File: src/rtl/mem_access_ctrl.sv
// rtl/mem_access_ctrl.sv - two-port round-robin memory access sequencer driving MAR/MDR strobes
module mem_access_ctrl #(
    parameter int TIMEOUT   = 16,
    parameter int ADDR_BITS = 9
) (
    input  logic        clk,
    input  logic        clr,
    input  logic        if_req,
    input  logic [31:0] if_addr,
    output logic        if_gnt,
    output logic        if_done,
    input  logic        d_req,
    input  logic        d_we,
    input  logic [31:0] d_addr,
    input  logic [31:0] d_wdata,
    output logic        d_gnt,
    output logic        d_done,
    output logic [31:0] rd_data,
    output logic        err,
    output logic        busy,
    output logic        mar_we,
    output logic [31:0] mar_value,
    output logic        mdr_we,
    output logic [31:0] mdr_value,
    output logic        mem_read_en,
    output logic        mem_write_en,
    input  logic        mem_ready,
    input  logic [31:0] mdr_bus
);
    localparam int CNT_W = (TIMEOUT > 2) ? $clog2(TIMEOUT) : 1;

    typedef enum logic [1:0] {IDLE, ADDR, WAIT, DONE} state_t;

    state_t             state, state_nxt;
    logic [31:0]        addr_q;
    logic [31:0]        wdata_q;
    logic               we_q;
    logic               owner_q;
    logic               last_owner_q;
    logic               err_q;
    logic [CNT_W-1:0]   cnt_q;
    logic               grant_if, grant_d;
    logic [31:0]        req_addr;
    logic               oor;
    logic               cnt_last;

    // owner/last_owner encoding: 0 = fetch, 1 = data; grants are gated by clr so none appear in reset
    always_comb begin
        grant_if = 1'b0;
        grant_d  = 1'b0;
        if (clr && state == IDLE) begin
            if (if_req && d_req) begin
                if (last_owner_q) grant_if = 1'b1;
                else              grant_d  = 1'b1;
            end else if (if_req) begin
                grant_if = 1'b1;
            end else if (d_req) begin
                grant_d = 1'b1;
            end
        end
    end

    assign req_addr  = grant_d ? d_addr : if_addr;
    assign oor       = (req_addr >> ADDR_BITS) != 32'd0;
    assign cnt_last  = cnt_q == CNT_W'(TIMEOUT - 1);
    assign if_gnt    = grant_if;
    assign d_gnt     = grant_d;
    assign busy      = state != IDLE;
    assign mar_value = addr_q;
    assign mdr_value = wdata_q;

    always_comb begin
        state_nxt    = state;
        mar_we       = 1'b0;
        mdr_we       = 1'b0;
        mem_read_en  = 1'b0;
        mem_write_en = 1'b0;
        case (state)
            IDLE: begin
                if (grant_if || grant_d) state_nxt = oor ? DONE : ADDR;
            end
            ADDR: begin
                mar_we    = 1'b1;
                mdr_we    = we_q;
                state_nxt = WAIT;
            end
            WAIT: begin
                if (we_q) begin
                    mem_write_en = 1'b1;
                end else begin
                    mem_read_en = 1'b1;
                    mdr_we      = mem_ready;
                end
                if (mem_ready || cnt_last) state_nxt = DONE;
            end
            DONE: state_nxt = IDLE;
            default: state_nxt = IDLE;
        endcase
    end

    always_ff @(posedge clk or negedge clr) begin
        if (!clr) begin
            state        <= IDLE;
            addr_q       <= '0;
            wdata_q      <= '0;
            we_q         <= 1'b0;
            owner_q      <= 1'b0;
            last_owner_q <= 1'b1;
            err_q        <= 1'b0;
            cnt_q        <= '0;
            if_done      <= 1'b0;
            d_done       <= 1'b0;
            err          <= 1'b0;
            rd_data      <= '0;
        end else begin
            state   <= state_nxt;
            if_done <= 1'b0;
            d_done  <= 1'b0;
            err     <= 1'b0;
            case (state)
                IDLE: begin
                    if (grant_if || grant_d) begin
                        addr_q       <= req_addr;
                        we_q         <= grant_d && d_we;
                        wdata_q      <= grant_d ? d_wdata : 32'd0;
                        owner_q      <= grant_d;
                        last_owner_q <= grant_d;
                        err_q        <= oor;
                    end
                end
                ADDR: cnt_q <= '0;
                WAIT: begin
                    if (!mem_ready) begin
                        if (cnt_last) err_q <= 1'b1;
                        else          cnt_q <= cnt_q + 1'b1;
                    end
                end
                DONE: begin
                    if_done <= !owner_q;
                    d_done  <= owner_q;
                    err     <= err_q;
                    rd_data <= (err_q || we_q) ? 32'd0 : mdr_bus;
                end
                default: ;
            endcase
        end
    end
endmodule

File: config.mk
export PLATFORM = sky130hd
export DESIGN_NAME = mem_access_ctrl
export DESIGN_NICKNAME = d
export VERILOG_FILES = /design/src/rtl/mem_access_ctrl.sv
export SDC_FILE = /design/constraint.sdc
export NUM_CORES = 1
export LEC_CHECK = 0
export BUFFER_PORTS_ARGS = -buffer_cell sky130_fd_sc_hd__buf_2
export CORE_MARGIN = 2
export CORE_UTILIZATION = 49
export DETAILED_ROUTE_END_ITERATION = 10
export GPL_TIMING_DRIVEN = 1
export MAX_ROUTING_LAYER = met4
export PLACE_DENSITY = 0.83
export SKIP_CTS_REPAIR_TIMING = 1
export SYNTH_ARGS = -nofsm -noshare
export SYNTH_HDL_FRONTEND = slang
export SYNTH_SLANG_ARGS = --single-unit
export TNS_END_PERCENT = 5
File: constraint.sdc
create_clock -name clk -period 4 [get_ports clk]
set_input_delay 0.8 -clock clk [delete_from_list [all_inputs] [get_ports clk]]
set_output_delay 0.8 -clock clk [all_outputs]
set_load 0.02 [all_outputs]
==> run_results.csv, run 1 <==
group,metric,value,unit
outcome,status,"complete, no violations",
placement,globalplace.congestion,0.923,
worst_setup_path,worstPathArrival,1.93,ns
floorplan,core.rowCount,35,
yosys,synth_area_per_cell,10.7,sq um
sta,fmax,366,MHz
power_and_ir_drop,switching_share,40.0,%
global_route,antenna_found_initial,0,
power_and_ir_drop,p_total,3.95,mW
yosys,synth-simple-area-share,9.99,%
worst_setup_path,r2r-end,"mar_value[2]",
cells_and_area,multi_input_area,1660,sq um
route,wl,12200,um
yosys,synthCells,431,
worst_setup_path,cp-start-kind,"flop",
cells_and_area,fillers,737,
yosys,synth_top_family_by_area,"compound AO/OA/AOI/OAI gates",
sta,finalSetupViolCount,0,
cts,cts.path.max_buffers,2,
global_route,grt_overflow_total,0,
global_route,grt_max_degree,81,
yosys,muxShareOfSynthArea,7.18,%
power_and_ir_drop,netSwitchingPower,1.58,mW
cells_and_area,area_growth,32.6,%
cts,htreeDepth,3,
placement,port_buffers,239,
route,avgRoutedWirePerCell,15.7,um
sta,worst_slack,1.27,ns
cells_and_area,final_nets,802,
placement,hpwl,9320,um
route,vias,4066,
floorplan,die_height,101,um
sta,clock_skew,0.0135,ns
worst_setup_path,worstPathRequired,3.20,ns
cells_and_area,antenna_cells,0,
run,max_cap_viol_count,0,
cts,cts_tree,"built",
cells_and_area,drive_above_1_share,40.2,%
sta,rsz0062_at_grt,"false",
yosys,synth_nets,571,
floorplan,fp.dieArea,10200,sq um
power_and_ir_drop,seqPwrFrac,41.7,%
worst_setup_path,regToRegStartpoint,"state[1]",
worst_setup_path,cp_slowest_cell,"ha_1",
sta,fin_crit,2.73,ns
cts,cts.sink_count,109,
cts,cts_made_buffers,9,
worst_setup_path,max_stage_delay,0.45,ns
worst_setup_path,critPathCaptureType,"output pin",
hold_path,hold_class,"in -> async",
yosys,synth_cell_types,36,
floorplan,io_pins,240,
cells_and_area,regArea,2730,sq um
yosys,yosysSeqAreaShare,59.1,%
yosys,synth-compound-area-share,16.5,%
worst_setup_path,ff2ff_setup_slack,1.73,ns
yosys,synth_fa_ha_area_share,1.62,%
power_and_ir_drop,powerDensity,644,nW/um^2
cts,clock-root-buffer,"clkbuf_8",
power_and_ir_drop,p_comb_share,40.8,%
worst_setup_path,path_common_cell,"nor2b_1",
power_and_ir_drop,intPower,2.37,mW
yosys,syn-cell-area,4620,sq um
route,viasPerCell,5.23,
worst_setup_path,worst_r2r_path_depth,7,
sta,hold_violations,0,
global_route,grt_pass1_vias,3910,
power_and_ir_drop,irDropWorstVdd,0.307,mV
yosys,yosysWarnings,0,
floorplan,core_region_area,9200,sq um
sta,slew_headroom,35.4,%
placement,dp_worst_setup_slack,1.35,ns
yosys,synthTopCellsByArea,"dfrtp_1, mux2i_1, a22o_1",
yosys,synth_xor_area_share,0.379,%
yosys,synth_top_area_share,58.5,%
route,drtPass1Iterations,5,
sta,worst_slew_pin_slew,0.968,ns
route,route.antenna.remaining_nets,0,
sta,drv_slew,0,
power_and_ir_drop,power_frac_clock,17.4,%
floorplan,start_util,50.2,%
yosys,synth_seq_cells,109,
floorplan,die_x,101,um
yosys,synth_top_area_cell,"dfrtp_1",
sta,fin_crit_sh,68.3,%
worst_setup_path,path_cells,"inv_1 > ha_1 > nor2b_1 > a22oi_1 > nor2b_1 > buf_2",
global_route,grt_pass1_wl,18700,um
sta,fin_setup_tns,0,ns
power_and_ir_drop,leakage,3.22,nW
global_route,grtUsageTotal,24.2,%
route,drc,0,
cts,clk_pin_slew,0.11,ns
worst_setup_path,cp_max_fo,14,
route,drt_iter0_drc,121,
worst_setup_path,critical_path_class,"reg -> out",
cts,clkLatencyLatePin,0.37,ns
-- Yosys cell counts --
cell,n
nand3b_1,1
dfrtp_1,108
o22ai_2,1
inv_1,37
nand3_1,2
nand2_1,66
o21ai_1,27
nor2b_1,6
nor2_1,5
o211ai_1,2
xor2_1,1
nor3_1,2
and2_1,4
ha_1,6
xnor2_1,1
nor3b_1,1
nand2b_1,1
mux2_2,1
dfstp_2,1
o21ai_0,38
a21o_1,2
nor4_1,8
buf_2,7
a2bb2oi_1,1
a211oi_1,1
or4_1,3
nand4_1,3
a22o_1,35
clkbuf_1,19
a21oi_1,2
a41oi_1,2
mux2i_1,32
a31oi_1,1
a22oi_1,2
o22ai_1,1
o221ai_2,1
-- placed cells by master, fill, tap and decap left out, drive strengths merged, types with 5 or more instances in the layout --
| master | instances |
|---|---|
| buf | 246 |
| nor2 | 5 |
| mux2i | 32 |
| clkbuf | 10 |
| dfrtp | 108 |
| nand2 | 66 |
| inv | 38 |
| o21ai | 65 |
| nor4 | 8 |
| ha | 6 |
| nor2b | 6 |
| a22o | 35 |
-- cells by family (layout without fill, tap and decap cells) --
kind of cell	Yosys count	in the layout
multiplexers	33	33
buffers and inverters	63	299
AND/OR/NAND/NOR	102	102
adder cells (fa/ha/maj)	6	6
AO/OA/AOI/OAI	116	116
XOR/XNOR	2	2
flip-flops	109	109
-- per-layer routing --
metal / vias to the layer above / global-route usage, % / share of wire (%)
met5: - / - / 0
met2: 167 / 41.6 / 51
met3: 19 / 5.62 / 7.2
met4: 0 / 7.07 / 1.7
met1: 1931 / 28.3 / 40
li1: 1949 / - / -
-- layout make-up --
| class | instances | area share [%] |
|---|---|---|
| clock buffer | 10 | 2.25 |
| inverter | 37 | 2.27 |
| timing repair buffer | 246 | 20.4 |
| tap | 111 | 2.27 |
| clock inverter | 6 | 1.16 |
| multi-input combinational | 259 | 27.1 |
| sequential | 109 | 44.5 |
-- power by group through the flow --
stage,clock network [mW],registers (mW),logic [mW]
final,0.688,1.65,1.61
after global routing,0.747,1.69,1.76
after CTS,0.705,1.65,1.63
after detailed placement,0,1.66,1.63
after global placement,0,1.65,1.58
after floorplan,0,2.03,0.644
-- critical path, delay by kind of cell, from the launching register on --
kind                     cells  cell delay (ns)
AND/OR/NAND/NOR              2             0.34
AO/OA/AOI/OAI                1             0.08
buffers and inverters        2             0.28
flip-flops                   1             0.42
adder cells (fa/ha/maj)      1             0.45
-- metrics by stage --
stage | cells | instance area, sq um | util [%] | hold WS [ns]
2_1_floorplan | 431 | 4620 | - | 0.418
3_3_place_gp | 762 | 5920 | 64.3 | 0.438
3_5_place_dp | 762 | 5920 | 64.3 | 0.446
4_1_cts | 778 | 6130 | 66.6 | 0.355
5_1_grt | 778 | 6130 | 66.6 | 0.368
6_report | 778 | 6130 | 66.6 | 0.349
-- worst max path at each step --
stage	startpoint	end	slack [ns]	cells past startpoint
3_5_place_dp	clr	mar_value[2]	1.35	6
5_1_grt	state[0]	mdr_we	1.10	6
3_3_place_gp	clr	d_gnt	1.41	4
2_1_floorplan	state[0]	mdr_we	1.66	5
6_report	state[0]	mdr_we	1.27	6
4_1_cts	state[0]	mdr_we	1.25	6
-- state kept, by name, indices dropped and copies added, names as in the netlist --
name	cells
if_done	1
mar_value	32
d_done	1
rd_data	32
owner_q	1
err_q	1
last_owner_q	1
state	2
err	1
mdr_value	32
cnt_q	4
we_q	1
(Power assumes the default switching activity.)
==> run 2, diff against run 1 <==
CORE_UTILIZATION = 41   (was 49)
PLACE_DENSITY = 0.74   (was 0.83)
clock period = 2.4 ns   (was 4 ns; I/O delays follow)
==> run_results.csv, run 2 (synthesis gave the netlist of run 1 again) <==
group,metric,value,unit
route,drt_iter0_drc,447,
run,max_cap_viol_count,0,
worst_setup_path,cp.depth,5,
placement,globalplace.congestion,0.932,
route,avgRoutedWirePerCell,15.0,um
power_and_ir_drop,powerDensity,1110,nW/um^2
worst_setup_path,worst_r2r_path_depth,6,
floorplan,io_pins,240,
worst_setup_path,critPathCaptureType,"output pin",
worst_setup_path,cp_max_fo,8,
floorplan,fp.dieArea,12100,sq um
route,wl,12200,um
route,drc,0,
floorplan,start_util,42.3,%
cts,cts_tree,"built",
sta,slew_headroom,33.0,%
global_route,antenna_found_initial,0,
cells_and_area,final_common_cell,"buf_2",
route,drtPass1Iterations,5,
worst_setup_path,r2r-end,"state[1]",
worst_setup_path,regToRegStartpoint,"state[1]",
worst_setup_path,cp_slowest_cell,"dlygate4sd3_1",
cts,cts.path.max_buffers,2,
worst_setup_path,worstPathRequired,1.92,ns
hold_path,holdPathEnd,"rd_data[26]",
floorplan,die_height,110,um
global_route,grt_overflow_total,0,
sta,fin_crit,2.22,ns
global_route,grt_pass1_wl,18600,um
cts,clock-root-buffer,"clkbuf_16",
route,wl_met2,5730,um
cts,htreeDepth,3,
sta,worst_slew_pin_slew,1.01,ns
sta,drv_slew,0,
hold_path,min_from,"mdr_bus[26]",
cts,cts_made_buffers,9,
cells_and_area,antenna_cells,0,
floorplan,core.rowCount,38,
cells_and_area,final_cell_mix,"buf_2, dfrtp_1, nand2_1",
worst_setup_path,cp-start-kind,"input pin",
sta,hold_violations,0,
route,vias,4075,
sta,fin_setup_tns,0,ns
sta,rsz0062_at_grt,"false",
worst_setup_path,ff2ff_setup_slack,0.42,ns
outcome,status,"complete, no violations",
hold_path,hold_depth,3,
route,wirelength_met1,5240,um
sta,finalSetupViolCount,0,
power_and_ir_drop,leakage,3.29,nW
worst_setup_path,cp_top_family,"buffers and inverters",
power_and_ir_drop,irDropWorstVdd,0.535,mV
cts,clkLatencyLatePin,0.34,ns
cts,cts.sink_count,109,
placement,hpwl,9210,um
placement,port_buffers,239,
worst_setup_path,critical_path_class,"in -> out",
worst_setup_path,max_stage_delay,0.55,ns
power_and_ir_drop,p_total,6.98,mW
global_route,grtUsageTotal,20.3,%
cells_and_area,drive_above_1_share,40.6,%
hold_path,hold_class,"in -> reg",
worst_setup_path,worstPathArrival,1.74,ns
global_route,grt_pass1_vias,3793,
global_route,grt_max_degree,81,
floorplan,core_region_area,10900,sq um
sta,fin_crit_sh,92.3,%
worst_setup_path,path_cells,"dlygate4sd3_1 > buf_4 > nand3_1 > nor2_4 > buf_2",
cells_and_area,area_growth,36.7,%
route,met3WireLength,911,um
cts,clk_pin_slew,0.08,ns
route,route.antenna.remaining_nets,0,
sta,fmax,451,MHz
cells_and_area,final_nets,807,
route,highest_layer,"met4",
worst_setup_path,path_buf_inv,3,
route,viasPerCell,5.02,
floorplan,die_x,110,um
cells_and_area,fillers,955,
sta,clock_skew,0.00544,ns
==> run 2: changes by cell type in the layout (fill, tap and decap cells not counted), sizes merged <==
cell / before / now
buf: 246 / 250
clkbuf: 10 / 9
clkinv: 3 / 4
clkinvlp: 1 / 0
dlygate4sd3: 0 / 1
inv: 38 / 39
==> run 2: through the flow <==
stage / instances / setup slack (ns) / hold WS (ns) / area [sq um] / util (%)
after global placement: 795 / 0.380 / 0.295 / 6000 / 54.8
after floorplan: 431 / 0.379 / 0.184 / 4620 / -
final: 812 / 0.184 / 0.340 / 6310 / 57.7
after global routing: 812 / 0.0605 / 0.333 / 6310 / 57.7
after CTS: 811 / 0.0875 / -0.0713 / 6300 / 57.6
after detailed placement: 795 / 0.342 / 0.299 / 6000 / 54.8
==> run 2: worst max-delay path by stage <==
stage | from | endpoint | slack, ns
CTS | state[1] | d_gnt | 0.09
global placement | d_addr[26] | state[1] | 0.38
floorplan | state[0] | mdr_we | 0.38
finish | clr | d_gnt | 0.18
detailed placement | state[1] | state[1] | 0.34
global route | state[1] | d_gnt | 0.06
==> run 2: cell type report <==
| type | count | area [sq um] | share of cell area, % |
|---|---|---|---|
| clock inverters | 7 | 81.3 | 1.29 |
| inverters | 37 | 139 | 2.20 |
| repair buffers | 251 | 1300 | 20.6 |
| clock buffers | 9 | 225 | 3.57 |
| well taps | 140 | 175 | 2.77 |
| multi-input cells | 259 | 1660 | 26.3 |
| flip-flops and latches | 109 | 2730 | 43.2 |
==> run 2: where the power goes <==
part           switching [mW]  internal (mW)
registers               0.322           2.41
clock network           0.689          0.825
logic                    1.69           1.04
==> run 2: routing by layer <==
layer  global-route usage, %  vias to the layer above
met4                    8.93                        0
met3                    4.00                       25
met5                       -                        -
li1                        -                     1964
met1                    25.4                     1917
met2                    32.2                      169
==> run 2: tightest hold or removal path, cell delays in order <==
cell and delay [ns]:
buf_2 0.08, nand2_1 0.04, o21ai_0 0.06
